`src/rtl/parallel_adder.sv`:
```
// Registered WIDTH-bit adder: {Cout,Sum} = A + B + Cin with signed overflow flag.
// Carries come from 4-bit lookahead groups whose group carries ripple; one-cycle latency.
module parallel_adder #(
  parameter int unsigned WIDTH = 8
) (
  input  logic             clk,
  input  logic             rst,
  input  logic [WIDTH-1:0] A,
  input  logic [WIDTH-1:0] B,
  input  logic             Cin,
  input  logic             in_valid,
  output logic [WIDTH-1:0] Sum,
  output logic             Cout,
  output logic             Ovf,
  output logic             out_valid
);

  localparam int unsigned GROUP   = 4;
  localparam int unsigned NGROUPS = WIDTH / GROUP;

  logic [WIDTH-1:0] g;
  logic [WIDTH-1:0] p;
  logic [WIDTH:0]   c;
  logic [GROUP-1:0] gg;
  logic [GROUP-1:0] pp;
  logic             ci;
  logic [WIDTH-1:0] sum_c;
  logic             cout_c;
  logic             ovf_c;

  assign g = A & B;
  assign p = A ^ B;

  // Lookahead inside each group from that group's carry-in; group carry-out feeds the next group.
  always_comb begin
    c  = '0;
    gg = '0;
    pp = '0;
    ci = 1'b0;
    c[0] = Cin;
    for (int unsigned k = 0; k < NGROUPS; k++) begin
      gg = g[k*GROUP +: GROUP];
      pp = p[k*GROUP +: GROUP];
      ci = c[k*GROUP];
      c[k*GROUP + 1] = gg[0] | (pp[0] & ci);
      c[k*GROUP + 2] = gg[1] | (pp[1] & gg[0]) | (pp[1] & pp[0] & ci);
      c[k*GROUP + 3] = gg[2] | (pp[2] & gg[1]) | (pp[2] & pp[1] & gg[0])
                     | (pp[2] & pp[1] & pp[0] & ci);
      c[k*GROUP + 4] = gg[3] | (pp[3] & gg[2]) | (pp[3] & pp[2] & gg[1])
                     | (pp[3] & pp[2] & pp[1] & gg[0])
                     | (pp[3] & pp[2] & pp[1] & pp[0] & ci);
    end
  end

  assign sum_c  = p ^ c[WIDTH-1:0];
  assign cout_c = c[WIDTH];
  // Signed overflow: carry into the MSB differs from carry out of it.
  assign ovf_c  = c[WIDTH] ^ c[WIDTH-1];

  // Result registers hold their value while idle; out_valid pulses per accepted operation.
  always_ff @(posedge clk) begin
    if (rst) begin
      Sum       <= '0;
      Cout      <= 1'b0;
      Ovf       <= 1'b0;
      out_valid <= 1'b0;
    end else begin
      out_valid <= in_valid;
      if (in_valid) begin
        Sum  <= sum_c;
        Cout <= cout_c;
        Ovf  <= ovf_c;
      end
    end
  end

endmodule

```
`config.mk`:
```
export PLATFORM = sky130hd
export DESIGN_NAME = parallel_adder
export DESIGN_NICKNAME = d
export VERILOG_FILES = /design/src/rtl/parallel_adder.sv
export SDC_FILE = /design/constraint.sdc
export NUM_CORES = 1
export LEC_CHECK = 0
export CORE_MARGIN = 1.5
export CORE_UTILIZATION = 35
export DETAILED_ROUTE_END_ITERATION = 8
export DONT_BUFFER_PORTS = 1
export GPL_TIMING_DRIVEN = 0
export PLACE_DENSITY = 0.6
export RECOVER_POWER = 25
export SYNTH_ARGS = -nofsm -noshare
export SYNTH_HDL_FRONTEND = slang
export SYNTH_SLANG_ARGS = --single-unit
```
`constraint.sdc`:
```
create_clock -name clk -period 6.9 [get_ports clk]
set_clock_uncertainty 0.1 [all_clocks]
set_input_delay 2.07 -clock clk [delete_from_list [all_inputs] [get_ports clk]]
set_output_delay 2.07 -clock clk [all_outputs]
set_load 0.005 [all_outputs]
```
; ---- Yosys cells after proc, flatten, opt, wreduce, memory -nomap -nowiden
; Index checks and enable logic that the tools add are counted.
[totals]
elab_cells = 60
ff_bits = 11
input_bits = 20
out_inout_bits = 11
[classes]
bitwise = 56
[ops]
columns = operator, n
row1 = AND 1 bit, 32
row2 = OR 1 bit, 20
row3 = bitwise XOR 8 bit, 2
row4 = AND 8 bit, 1
row5 = bitwise XOR 1 bit, 1

; ---- Depth between registers and ports, before layout
[depth]
depth_word = 9
mapped_depth = 7
depth_no_buf = 7

; ---- Least setup slack after synthesis
; Ideal clock, no wire load.
[synth_timing]
path_kind = input -> register
startpoint = in A[0]
endpoint = reg Sum[5]
path_slack_ns = 3.103
arrival_ns = 3.611
setup_ns = 0.086
n_path_buf = 0
cell_stages = 7
required_time_ns = 6.714
cell_sequence = ha_1 -> a211o_1 -> a21oi_1 -> o21bai_1 -> fa_1 -> xnor2_1 -> a211oi_1
[synth_via]
elab_chain_len = 7
word_cells_on_any_way = 10
classes_between = bitwise: 10
[synth_rtl]
columns = item, line
row1 = "start, declared", 8  ; input logic [WIDTH-1:0] A,
row2 = AND 8 bit or bitwise XOR 8 bit (tied branches), "31, 32"
row3 = AND 1 bit (on tied branches), "50, 51"
row4 = OR 1 bit or AND 1 bit (tied branches), "50, 51"
row5 = OR 1 bit (*), 51  ; | (pp[3] & pp[2] & pp[1] & pp[0] & ci);
row6 = AND 1 bit (*), 45  ; c[k*GROUP + 1] = gg[0] | (pp[0] & ci);
row7 = OR 1 bit (*), 45
row8 = bitwise XOR 8 bit (*), 55  ; assign sum_c = p ^ c[WIDTH-1:0];
row9 = "end signal, assigned", 70  ; Sum <= sum_c;
row10 = "end, declared", 12  ; output logic [WIDTH-1:0] Sum,
; Mark *: on every way between the ends. The rest lies on a longest branch, timed or not.
; A chain may end at the register's enable or synchronous reset.

; ---- Worst setup path after layout
; Same ends and word-level chain as after synthesis.

==> impl_results.md <==
* I/O pin cnt at 31
* Fill cells at 210
* Clock Pin Slew Worst Setup and Hold Paths at 0.08 ns
* GRT Residual Overflow at 0
* Power share of the sequential group at 45.5%
* Die Y at 50.2 µm
* Crit path depth at 7
* Initial DRC count at 8
* Pre-antenna DRT Iters at 4
* CP max stage cell: fa_1
* Ant diodes at 0
* Crit-path cells: ha_1 -> a211o_1 -> a21oi_1 -> o21bai_1 -> fa_1 -> xnor2_1 -> a211oi_1
* GRT Util Overall at 14.3%
* Switch share at 31.1%
* Worst IR Drop VDD at 0.0000605 V
* Final WS setup at 3.25 ns
* Synth Net Count at 117
* Largest family of logic cells by synthesized area: compound AO/OA/AOI/OAI gates
* Clock tree buffer depth at 2
* Mapped Cells at 87
* Synth Area in XOR/XNOR at 3.37%
* Crit path DAT at 3.74 ns
* Die ar. at 2520 µm²
* Global-route wire length before repair at 2.73 mm
* CTS root buffer: clkbuf_4
* Postcts setup bufs at 0
* Final number of setup-violating endpoints at 0
* Initial antenna violation count at 0
* Top FF cell, synth: dfxtp_1
* CTS Sinks at 11
* Worst EP required at 6.99 ns
* Routed WL at 1.69 mm
* Top delay family on crit path: compound AO/OA/AOI/OAI gates
* Share of cells above drive strength 1 at 4.40%
* Crit path capture type: flip-flop
* Final worst-path cycle share at 53.0%
* Post-route DRC at 0
* Routed Antenna Nets at 0
* Distinct cells, synth at 35
* Layout area overhead at 7.54%
* Cells on worst reg2reg path at 2
* DR vias at 664
* Post-synth EDFFs at 0
* Post-CTS Hold Buffers at 0
* Horiz. Die Dim at 50.2 µm
* Post-place setup slack at 2.97 ns
* Async SR Flop Fraction at 0%
* Hold Crit Depth at 2
* Cell Pwr Density at 194 nW/µm²
* Drt wl/cell at 14.3 µm
* Post-synthesis sequential area ratio at 28.3%
* Bufs and invs on worst path at 0
* Vias in the first global route at 630
* Max-Cap Viols at 0
* NumNets Final at 122
* Htree depth at 1
* Actual slew at the worst max-slew pin at 0.468 ns
* Final number of hold-violating endpoints at 0
* Num CTS Buffers at 3
* Post-synthesis compound-gate area fraction at 24.2%
* Max Slew Vio Count at 0
* CTS tree: built
* Pin count of the biggest net entering global routing at 11
* CP max stage delay at 0.38 ns
* Via-per-instance ratio at 5.63
* Crit path kind: in2reg
* Post-synthesis mux area share at 4.01%
* Critical Path Start Type: input port
* Setup_tns at 0 ns
* Clock network power share at 28.6%
* Max Clk Rate at 0.274 GHz
* Placed wire-length estimate at 1.36 mm
* Gp weighted congestion at 0.728
* Core ar. at 2020 µm²
* Outcome: finished, final reports clean
* Worst min path class: reg2reg
* Final min period at 3.65 ns
* Post-Syn Area at 779 µm²
* RSZ-0062 raised after global routing: no
* Power share of the combinational group at 25.9%
* Rows at 16
* Simple-Gate Fraction of Synth Area at 20.1%
* Initial Util at 38.6%
* Internal at 112 µW
* Insertion delay to the later sink of the worst-skew pair at 0.27 ns
* Slew margin rel. at 68.8%
* Adder-cell area share of the yosys netlist at 18.0%
* FF+latch count, synth at 11
* Port bufs at 0
* Worst-path fanout max at 3
* Post-cts sizing count at 0
* YS warnings at 0
* Synth Area per Inst at 8.96 µm²
* Sw power at 50.5 µW
* Leak pwr at 0.342 nW
## cell families (layout without fill, tap and decap cells)
| logic type | Yosys count | in the layout |
|---|---|---|
| DFF | 11 | 11 |
| xor gates and xnor gates | 3 | 3 |
| adders and majority gates | 10 | 10 |
| and+or+nand+nor | 29 | 29 |
| muxes | 3 | 3 |
| buffers and inverters | 4 | 8 |
| AOI/OAI and AO/OA | 27 | 27 |
## power by group through the flow
stage          Clock [mW]  Sequential (mW)  Combinational, mW
3_5_place_dp            0           0.0756             0.0423
3_3_place_gp            0           0.0754             0.0415
2_1_floorplan           0           0.0744             0.0353
4_1_cts            0.0482           0.0742             0.0427
6_report           0.0465           0.0740             0.0422
5_1_grt            0.0518           0.0749             0.0475
## cells in the final DEF, fill, tap and decap left out, types with 3 or more instances in the layout
cell type / synthesis / routed
nor3b_1: 6 / 6
nor3_1: 3 / 3
clkbuf_1: 1 / 3
dfxtp_1: 11 / 11
clkbuf_4: 0 / 3
a211oi_1: 3 / 3
a21o_1: 4 / 4
nor2_1: 8 / 8
ha_1: 8 / 8
a21oi_1: 4 / 4
xnor2_1: 3 / 3
nand2_1: 3 / 3
## per-stage QoR
stage | std cells | utilization (%) | total power, mW | hold WS [ns] | area (µm²)
floorplan | 87 | - | 0.110 | 0.362 | 779
global placement | 114 | 40.2 | 0.117 | 0.381 | 813
detailed placement | 114 | 40.2 | 0.118 | 0.384 | 813
CTS | 118 | 41.5 | 0.165 | 0.398 | 840
global route | 118 | 41.5 | 0.174 | 0.409 | 838
finish | 118 | 41.5 | 0.163 | 0.392 | 838
## worst register-to-register path: stages (launching register included)
cell and delay (ns):
dfxtp_1 0.32, nor3b_1 0.13, a311o_1 0.27
## registers in the layout (all words and copies together), names as in the netlist
signal     cells
Sum            8
Cout           1
Ovf            1
out_valid      1
## path summary, 6_finish.rpt
path	to	from	slack [ns]
max	Sum[5]	A[0]	3.25
min	Sum[2]	Sum[2]	0.39
max reg2reg	Ovf	Ovf	5.97
min reg2reg	Sum[2]	Sum[2]	0.39
## cell type report
cell class	instances	area (µm²)	area share, %
Tap cell	27	33.8	4.03
Clock buffer	4	26.3	3.13
Inverter	1	3.75	0.448
Multi-Input combinational cell	72	543	64.8
Sequential cell	11	220	26.3
Buffer	3	11.3	1.34
## layer usage
layer	vias up	global-route usage (%)	wire (µm)
met3	3	5.36	134
li1	335	-	-
met4	0	5.56	19
met2	21	22.8	787
met1	305	17.4	751
met5	-	0	0
## synth_stat cells, types with 2 or more instances
cell type,n,share of area [%]
a211o_1,2,2.2
a211oi_1,3,2.9
a21o_1,4,3.9
a21oi_1,4,2.6
dfxtp_1,11,28
fa_1,2,5.1
ha_1,8,13
mux2i_1,2,2.6
nand2_1,3,1.4
nand2b_1,2,1.6
nand3_1,2,1.3
nor2_1,8,3.9
nor3_1,3,1.9
nor3b_1,6,5.8
o211ai_1,2,1.9
o21a_1,2,1.9
o21ai_0,2,1.3
o21ai_1,2,1.3
xnor2_1,3,3.4
Note: power is estimated with default switching activity, not from simulation.
